<file path="src/rtl/noc_link_pkg.sv">
// Shared NoC serial-link definitions: flit/chunk geometry, link typedefs and
// the receive-side assembly state. The link serializer uses the same package.
package noc_link_pkg;
  localparam int FLIT_W     = 64;
  localparam int CHUNK_W    = 4;
  localparam int VC_W       = 2;
  localparam int NCHUNK     = FLIT_W / CHUNK_W;
  localparam int FIFO_DEPTH = 2;
  localparam int CNT_W      = $clog2(NCHUNK);
  localparam int DROP_W     = 8;

  typedef logic [FLIT_W-1:0]  flit_t;
  typedef logic [VC_W-1:0]    vc_t;
  typedef logic [CHUNK_W-1:0] chunk_t;

  typedef struct packed {
    vc_t   vc;
    flit_t flit;
  } fifo_ent_t;

  typedef enum logic {S_IDLE, S_ASM} asm_state_t;
endpackage

</file>
<file path="src/rtl/deserializer_if.sv">
// Serial-in / flit-out link bundle between the serial PHY side, the
// deserializer and the router input port.
interface deserializer_if;
  import noc_link_pkg::*;

  chunk_t             data_in;
  logic               valid_in;
  vc_t                vc_in;
  flit_t              flit_out;
  vc_t                flit_vc_out;
  logic               flit_valid_out;
  logic               flit_ready_in;
  logic               busy;
  logic               err_vc_switch;
  logic               err_overflow;
  logic [DROP_W-1:0]  drop_count;

  modport master (
    output data_in, valid_in, vc_in, flit_ready_in,
    input  flit_out, flit_vc_out, flit_valid_out, busy,
           err_vc_switch, err_overflow, drop_count
  );

  modport slave (
    input  data_in, valid_in, vc_in, flit_ready_in,
    output flit_out, flit_vc_out, flit_valid_out, busy,
           err_vc_switch, err_overflow, drop_count
  );
endinterface

</file>
<file path="src/rtl/flit_fifo.sv">
// Small synchronous FIFO of {vc, flit}; the head entry is read straight out of
// the storage registers. Push while full is accepted only alongside a pop.
module flit_fifo
  import noc_link_pkg::*;
#(
  parameter int DEPTH = FIFO_DEPTH
) (
  input  logic      clk,
  input  logic      rst,
  input  logic      push_i,
  input  fifo_ent_t din_i,
  input  logic      pop_i,
  output fifo_ent_t dout_o,
  output logic      full_o,
  output logic      empty_o
);
  localparam int AW = (DEPTH > 1) ? $clog2(DEPTH) : 1;
  localparam int CW = $clog2(DEPTH + 1);

  fifo_ent_t         mem_q [DEPTH];
  logic [AW-1:0]     wr_q, rd_q;
  logic [CW-1:0]     cnt_q;
  logic              do_push, do_pop;

  function automatic logic [AW-1:0] ptr_inc(input logic [AW-1:0] p);
    return (p == AW'(DEPTH - 1)) ? '0 : p + 1'b1;
  endfunction

  assign full_o  = (cnt_q == CW'(DEPTH));
  assign empty_o = (cnt_q == '0);
  assign do_pop  = pop_i && !empty_o;
  assign do_push = push_i && (!full_o || do_pop);
  assign dout_o  = mem_q[rd_q];

  always_ff @(posedge clk or posedge rst) begin
    if (rst) begin
      for (int i = 0; i < DEPTH; i++) mem_q[i] <= '0;
      wr_q  <= '0;
      rd_q  <= '0;
      cnt_q <= '0;
    end else begin
      if (do_push) begin
        mem_q[wr_q] <= din_i;
        wr_q        <= ptr_inc(wr_q);
      end
      if (do_pop) rd_q <= ptr_inc(rd_q);
      cnt_q <= cnt_q + CW'(do_push) - CW'(do_pop);
    end
  end
endmodule

</file>
<file path="src/rtl/deserializer.sv">
// NoC serial-link receiver: reassembles 4-bit chunks (LS chunk first) into
// 64-bit flits, buffers them for the router and reports dropped flits.
module deserializer
  import noc_link_pkg::*;
(
  input logic           clk,
  input logic           rst,
  deserializer_if.slave link
);
  asm_state_t        state_q, state_d;
  flit_t             asm_q, asm_d;
  logic [CNT_W-1:0]  cnt_q, cnt_d;
  vc_t               vc_q, vc_d;
  logic [DROP_W-1:0] drop_q;
  logic              err_vc_q, err_ovf_q;
  logic              push, vc_err, ovf, full, empty;
  fifo_ent_t         head;

  always_ff @(posedge clk or posedge rst) begin
    if (rst) begin
      state_q <= S_IDLE;
      asm_q   <= '0;
      cnt_q   <= '0;
      vc_q    <= '0;
    end else begin
      state_q <= state_d;
      asm_q   <= asm_d;
      cnt_q   <= cnt_d;
      vc_q    <= vc_d;
    end
  end

  // A chunk that arrives idle, or on a different VC mid-flit, always starts a new flit.
  always_comb begin
    state_d = state_q;
    asm_d   = asm_q;
    cnt_d   = cnt_q;
    vc_d    = vc_q;
    push    = 1'b0;
    vc_err  = 1'b0;
    if (link.valid_in) begin
      if (state_q == S_IDLE || link.vc_in != vc_q) begin
        vc_err                = (state_q == S_ASM);
        asm_d[CHUNK_W-1:0]    = link.data_in;
        cnt_d                 = CNT_W'(1);
        vc_d                  = link.vc_in;
        state_d               = S_ASM;
      end else begin
        asm_d[cnt_q*CHUNK_W +: CHUNK_W] = link.data_in;
        if (cnt_q == CNT_W'(NCHUNK - 1)) begin
          push    = 1'b1;
          cnt_d   = '0;
          state_d = S_IDLE;
        end else begin
          cnt_d = cnt_q + 1'b1;
        end
      end
    end
  end

  assign ovf = push && full && !(link.flit_valid_out && link.flit_ready_in);

  flit_fifo #(.DEPTH(FIFO_DEPTH)) u_fifo (
    .clk     (clk),
    .rst     (rst),
    .push_i  (push),
    .din_i   ('{vc: vc_q, flit: {link.data_in, asm_q[FLIT_W-CHUNK_W-1:0]}}),
    .pop_i   (link.flit_ready_in),
    .dout_o  (head),
    .full_o  (full),
    .empty_o (empty)
  );

  always_ff @(posedge clk or posedge rst) begin
    if (rst) begin
      err_vc_q  <= 1'b0;
      err_ovf_q <= 1'b0;
      drop_q    <= '0;
    end else begin
      err_vc_q  <= vc_err;
      err_ovf_q <= ovf;
      if ((vc_err || ovf) && drop_q != '1) drop_q <= drop_q + 1'b1;
    end
  end

  assign link.flit_out       = head.flit;
  assign link.flit_vc_out    = head.vc;
  assign link.flit_valid_out = !empty;
  assign link.busy           = (state_q == S_ASM);
  assign link.err_vc_switch  = err_vc_q;
  assign link.err_overflow   = err_ovf_q;
  assign link.drop_count     = drop_q;
endmodule
</file>
<file path="src/flat_wrapper.sv">
// flat-port wrapper written by rule: the top's interface ports become plain ports
module deserializer_flat import noc_link_pkg::*;
  (clk, rst, link_data_in, link_valid_in, link_vc_in, link_flit_ready_in, link_flit_out, link_flit_vc_out, link_flit_valid_out, link_busy, link_err_vc_switch, link_err_overflow, link_drop_count);
  deserializer_if link_i ();
  input logic clk;
  input logic rst;
  input wire logic [$bits(link_i.data_in)-1:0] link_data_in;
  input wire logic [$bits(link_i.valid_in)-1:0] link_valid_in;
  input wire logic [$bits(link_i.vc_in)-1:0] link_vc_in;
  input wire logic [$bits(link_i.flit_ready_in)-1:0] link_flit_ready_in;
  output wire logic [$bits(link_i.flit_out)-1:0] link_flit_out;
  output wire logic [$bits(link_i.flit_vc_out)-1:0] link_flit_vc_out;
  output wire logic [$bits(link_i.flit_valid_out)-1:0] link_flit_valid_out;
  output wire logic [$bits(link_i.busy)-1:0] link_busy;
  output wire logic [$bits(link_i.err_vc_switch)-1:0] link_err_vc_switch;
  output wire logic [$bits(link_i.err_overflow)-1:0] link_err_overflow;
  output wire logic [$bits(link_i.drop_count)-1:0] link_drop_count;
  assign link_i.data_in = link_data_in;
  assign link_i.valid_in = link_valid_in;
  assign link_i.vc_in = link_vc_in;
  assign link_i.flit_ready_in = link_flit_ready_in;
  assign link_flit_out = link_i.flit_out;
  assign link_flit_vc_out = link_i.flit_vc_out;
  assign link_flit_valid_out = link_i.flit_valid_out;
  assign link_busy = link_i.busy;
  assign link_err_vc_switch = link_i.err_vc_switch;
  assign link_err_overflow = link_i.err_overflow;
  assign link_drop_count = link_i.drop_count;
  deserializer u_core (.clk(clk), .rst(rst), .link(link_i));
endmodule
</file>
<file path="config.mk">
export PLATFORM = sky130hd
export DESIGN_NAME = deserializer_flat
export DESIGN_NICKNAME = d
export VERILOG_FILES = /design/src/rtl/noc_link_pkg.sv /design/src/rtl/deserializer_if.sv /design/src/rtl/flit_fifo.sv /design/src/rtl/deserializer.sv /design/src/flat_wrapper.sv
export SDC_FILE = /design/constraint.sdc
export NUM_CORES = 1
export LEC_CHECK = 0
export ABC_AREA = 1
export BUFFER_PORTS_ARGS = -buffer_cell sky130_fd_sc_hd__buf_2
export CAP_MARGIN = 40
export CORE_MARGIN = 3
export CORE_UTILIZATION = 50
export CTS_CLUSTER_SIZE = 8
export DETAILED_ROUTE_END_ITERATION = 7
export HOLD_SLACK_MARGIN = 0.12
export PLACE_DENSITY = 0.66
export SLEW_MARGIN = 5
export SYNTH_ARGS = -nofsm -noshare
export SYNTH_HDL_FRONTEND = slang
export SYNTH_SLANG_ARGS = --single-unit
</file>
<file path="constraint.sdc">
create_clock -name clk -period 8.3 [get_ports clk]
set_input_delay 0.83 -clock clk [delete_from_list [all_inputs] [get_ports clk]]
set_output_delay 0.83 -clock clk [all_outputs]
set_load 0.005 [all_outputs]
</file>
# After elaboration in Yosys (flattened, before gate mapping)
# Cells that the tools add are included.
# word_totals
register_bits,217
inputBits,10
out_inout_bits,78
# classes
n_addsub,7
order_cmp,3
eq_ne,4
shifts,2
n_mux,19
bitwise,4
reduce_logical,17
# op_table
cell,count
$mux W66,4
$bwmux W132,1
$demux W66 S1,1
$bwmux W64,1
$shift A4 B34 Y64 const A,1
$shiftx A4 B34 Y64,1
$neg A6 Y34,1
$mux W4,3
$mux W1,9
$add A8 B1 Y8 const B,1
$ne A8 B8 Y1 const B,1
$logic_and A1 B1 Y1,6
$reduce_and A2 Y1,3
$add A4 B1 Y4 const B,1
$eq A4 B4 Y1 const B,1
$ge A2 B2 Y1 const B,2
$not A1 Y2,2
$logic_not A1 Y1,3
$logic_or A1 B1 Y1,3
$add A1 B1 Y1 const B,2
$add A2 B1 Y2,1
$eq A2 B2 Y1 const B,1
$logic_not A2 Y1,1
$lt A2 B1 Y1 const B,1
other kinds (4),5

# Logic depth before layout (Yosys ltp)
# depth
depth_word,8
ltp_mapped,13
depth_no_buf,12

# Hierarchy
# From an unflattened synthesis, not the netlist that was laid out.
# unflattened
cells_unflattened,1258
area_unflattened_um2,10199.8
# by_module_without_submodules
mod,instances,cells_each,area_each_um2,seq_area_each_um2
flit_fifo,1,827,6471.2,3403.3
deserializer,1,431,3728.6,1926.8

# Worst setup path before layout
# Ideal clock, no wire load.
# synth_path
path_type,input to register
startpoint,input port link_vc_in[0]
endpoint,register u_core.u_fifo.cnt_q[1]
setup_time_ns,0.129
arrival_ns,2.155
required_ns,8.171
setup_slack_ns,6.016
path_stages,9
n_path_buf,0
cell_sequence,xnor2_1 > nand2_1 > nor2_4 > nand3b_4 > ha_1 > inv_1 > ha_1 > xnor2_1 > xor2_1
# synth_via
elab_chain_len,7
# synth_rtl
item,line,rtl
start: declaration,flat_wrapper.sv:9,input wire logic [$bits(link_i.vc_in)-1:0] link_vc_in;
$ne A2 B2 Y1,deserializer.sv:42,if (state_q == S_IDLE || link.vc_in != vc_q) begin
$logic_or A1 B1 Y1,deserializer.sv:42,
$mux W1,deserializer.sv:42,
$mux W1,deserializer.sv:41,if (link.valid_in) begin
$logic_and A1 B1 Y1,flit_fifo.sv:32,assign do_push = push_i && (!full_o || do_pop);
$add A2 B1 Y2,flit_fifo.sv:47,cnt_q <= cnt_q + CW'(do_push) - CW'(do_pop);
$sub A2 B1 Y2,flit_fifo.sv:47,
end signal: assignment,flit_fifo.sv:47,
end: declaration,flit_fifo.sv:22,logic [CW-1:0] cnt_q;
# Every way passes these cells.
# A chain may end at the register's enable or synchronous reset.

# Worst setup path after layout
# layout_path
startpoint,register u_core.u_fifo.rd_q
endpoint,output port link_flit_vc_out[0]
# layout_via
elab_chain_len,4
# layout_rtl
item,line,rtl
start: declaration,flit_fifo.sv:21,"logic [AW-1:0] wr_q, rd_q;"
start signal: assignment,flit_fifo.sv:46,if (do_pop) rd_q <= ptr_inc(rd_q);
$not A1 Y2 (implied by the code),flit_fifo.sv:33,assign dout_o = mem_q[rd_q];
$mux W66 (implied by the code) (3 in series),flit_fifo.sv:33,
end: declaration,flat_wrapper.sv:12,output wire logic [$bits(link_i.flit_vc_out)-1:0] link_flit_vc_out;
# Every way passes these cells. The select of a mux whose other input is x is not followed.

==> run metrics <==
total internal power=1950 uW; total net switching power=910 uW; Max-slew headroom=45.9%; CTS Sinks=213; relative area change from synthesis to final layout=14.6%; switching power as a share of total power=31.9%; result of the run=completed; most frequent cell after synthesis=sky130_fd_sc_hd__nand2_1; critical path endpoint category=output port; number of enable flip-flop cells after synthesis=0; Synthesized Nets=1,259; register share of total power=42.1%; first-pass GRT wire length=38,300 microns; effective utilization at floorplan=51.3%; vias after detailed routing=7,902; Clock Tree Root=sky130_fd_sc_hd__clkbuf_16; number of antenna cells inserted=0; global routing usage on met1=31.8%; worst endpoint required time=7.47 ns; netlist area before placement=9690 sq um; top cells by instance count after synthesis=604 x sky130_fd_sc_hd__nand2_1, 213 x sky130_fd_sc_hd__dfrtp_1, 106 x sky130_fd_sc_hd__o21ai_0; Worst Max-Slew Pin Slew=0.811 ns; Routed WL=22,500 microns; maximum achievable frequency=0.311 GHz; area fraction of the dominant cell type after synthesis=55.0%; most common flop cell mapped by yosys=sky130_fd_sc_hd__dfrtp_1; depth of the CTS H-tree=1; Detailed Place HPWL=14,900 microns; Combinational Power Share=21.6%; CP peak stage delay=0.76 ns; number of violations of the max-capacitance limit=0; post-layout utilization of the core=58.8%; remaining number of nets flagged by the antenna check after routing=0; Total Die Area=21,100 sq um; critical path's most frequent cell=sky130_fd_sc_hd__nand2_1; nets=1,334; sequential fraction of the synthesis area=55.0%; detail-routed via count per cell=5.00; # hold bufs at CTS=0; unrepaired setup endpoints after global routing=no; number of instances in the synthesized netlist=1,243; met2 GRT Util=33.9%; crit path max fanout=59; area of the multi-input gates=3720 sq um; number of CTS-inserted buffers=30; area of the core=18,900 sq um; Static Leak=0.00610 uW; worst skew pair latency=0.54 ns; final-layout fill cell count=1,799; die height=145 microns; buffers from clock root to sink, at most=3; distinct cell type count of the synthesized netlist=27; Yosys warnings=0; Worst Path Arrival=2.39 ns; count of state elements after synthesis=213; Top Ports=88; met3 layer usage reported by global route=2.94%; die width=145 microns; routed len/inst=14.3 microns; share of power burned in the clock network=36.3%; Setup violations, final=0; sum of buffers and inverters on the critical path=2; buffers added on ports=87; maximum number of pins on one net before global-route repair=106; combined global-route utilization of all metal layers=21.5%; count of final hold-check violations=0; CP max-delay cell=sky130_fd_sc_hd__dfrtp_4; fraction of layout instances using a drive strength above 1=10.8%; vias in the first global route=7,528; number of antenna violations at the first check in global routing=0; worst setup skew after layout=0.0109 ns; Tmin final=3.22 ns; drt first pass iters=5; routability congestion estimate=0.960; cell taking the most area after synthesis=sky130_fd_sc_hd__dfrtp_1; pins over their slew limit=0; worst IR drop on VDD=0.000162 V; post-cts gate resize count=0; drt initial violations=685; Top Usage Layer GRT=met2; total congestion overflow after global routing=0; clock slew at the register clock pins of the worst setup and hold paths=0.05 ns; Post CTS Setup Buffer Count=0; type of the tightest min-delay check=in2async; setup_tns=0 ns; TritonCTS clock tree=done; cells along the critical path=clkinv_1 -> nand2_1 -> nand2_1 -> buf_2; crit path launch type=register; share of the clock period used by the worst path=38.8%; fraction of registers with async set/reset=100%; worst setup path class=reg2out; FF/Latch Area=5330 sq um; power per cell area=257 nW/um^2; total number of placement rows=50; top cell family by delay on the critical path=buffers and inverters; leading cell types by total area after synthesis=sky130_fd_sc_hd__dfrtp_1 55%, sky130_fd_sc_hd__nand2_1 23%, sky130_fd_sc_hd__o21ai_0 5.5%; # DRC=0; mean post-synth cell area=7.79 sq um
## worst reg2reg max path, stage by stage, from the launching register on
cell and delay [ns]:
sky130_fd_sc_hd__dfrtp_1 0.50, sky130_fd_sc_hd__inv_2 0.20, sky130_fd_sc_hd__ha_1 0.63, sky130_fd_sc_hd__inv_1 0.34, sky130_fd_sc_hd__nor3_1 0.53, sky130_fd_sc_hd__inv_1 0.19, sky130_fd_sc_hd__nor3_1 0.17, sky130_fd_sc_hd__nand3_1 0.11
sky130_fd_sc_hd__nand2_1 0.10
## kinds of logic (layout without fill, tap and decap cells)
logic type	after synthesis	in the layout	share of synthesized area, %
compound gates	118	118	6.11
xor+xnor	12	12	1.09
fa+ha+maj	6	6	0.775
buf+inv	155	231	6.55
flops	213	213	55.0
mux	1	1	0.116
simple gates	738	738	30.3
## layout by cell type (no fill, tap or decap), types with 2 or more instances in the layout
cell type                     n
sky130_fd_sc_hd__nor2_1      46
sky130_fd_sc_hd__xnor2_1      4
sky130_fd_sc_hd__buf_2       87
sky130_fd_sc_hd__o21ai_1     10
sky130_fd_sc_hd__nand3_1     40
sky130_fd_sc_hd__nand2_1    603
sky130_fd_sc_hd__nand2_2      3
sky130_fd_sc_hd__nand4_1     13
sky130_fd_sc_hd__clkbuf_16   30
sky130_fd_sc_hd__nor3_1      26
sky130_fd_sc_hd__nor2_4       3
sky130_fd_sc_hd__dfrtp_1    212
sky130_fd_sc_hd__clkinv_1     2
sky130_fd_sc_hd__ha_1         6
sky130_fd_sc_hd__inv_2        3
sky130_fd_sc_hd__xor2_1       8
sky130_fd_sc_hd__o21ai_0    106
sky130_fd_sc_hd__buf_16       2
sky130_fd_sc_hd__buf_4        5
sky130_fd_sc_hd__inv_1       97
## cell type report
type,instances,share of cell area [%]
flip-flops and latches,213,48.1
multi-input cells,875,33.5
clock buffers,31,6.80
repair buffers,95,4.94
inverters,103,3.55
well taps,260,2.93
clock inverters,2,0.192
## per-stage QoR
stage,cell area (sq um),hold slack [ns],power (uW),setup WS (ns),cells
after floorplan,9690,0.442,1580,1.65,1243
after global placement,10200,0.452,1830,5.52,1543
after detailed placement,10300,0.458,1840,5.53,1546
after CTS,11100,0.242,2890,5.02,1579
after global routing,11100,0.265,3020,4.93,1579
final,11100,0.253,2860,5.08,1579
## per-layer routing
layer,up-vias,routed length (microns)
met3,50,917
met5,-,0
met4,0,510
met1,3680,10800
li1,3988,-
met2,184,10200
## registers in the layout, indices dropped and copies added, names as in the netlist
signal and cells:
u_core.link.err_overflow 1, u_core.u_fifo.mem_q 132, u_core.vc_q 2, u_core.u_fifo.rd_q 1, u_core.cnt_q 4, u_core.u_fifo.wr_q 1, u_core.u_fifo.cnt_q 2, u_core.link.err_vc_switch 1
u_core.link.drop_count 8, u_core.link.busy 1, u_core.asm_q 60
## power groups by stage
stage / Combinational (uW) / Clock [uW] / Sequential [uW]
floorplan: 416 / 0 / 1160
global placement: 612 / 0 / 1220
detailed placement: 619 / 0 / 1220
CTS: 622 / 1060 / 1200
global route: 692 / 1110 / 1220
finish: 616 / 1040 / 1200
## path summary, 6_finish.rpt
path                                    startpoint                  endpoint  slack (ns)  cells after the start
max reg2reg                        u_core.cnt_q[0]           u_core.asm_q[6]        5.46                      8
min reg2reg                u_core.u_fifo.mem_q[42]   u_core.u_fifo.mem_q[42]        0.46                      2
max in group asynchronous                      rst  u_core.u_fifo.mem_q[105]        7.09                      4
max                             u_core.u_fifo.rd_q       link_flit_vc_out[0]        5.08                      4
min                                            rst   u_core.u_fifo.mem_q[42]        0.25                      2
min in group clk           u_core.u_fifo.mem_q[42]   u_core.u_fifo.mem_q[42]        0.46                      2
Power figures use the tool's default switching activity.
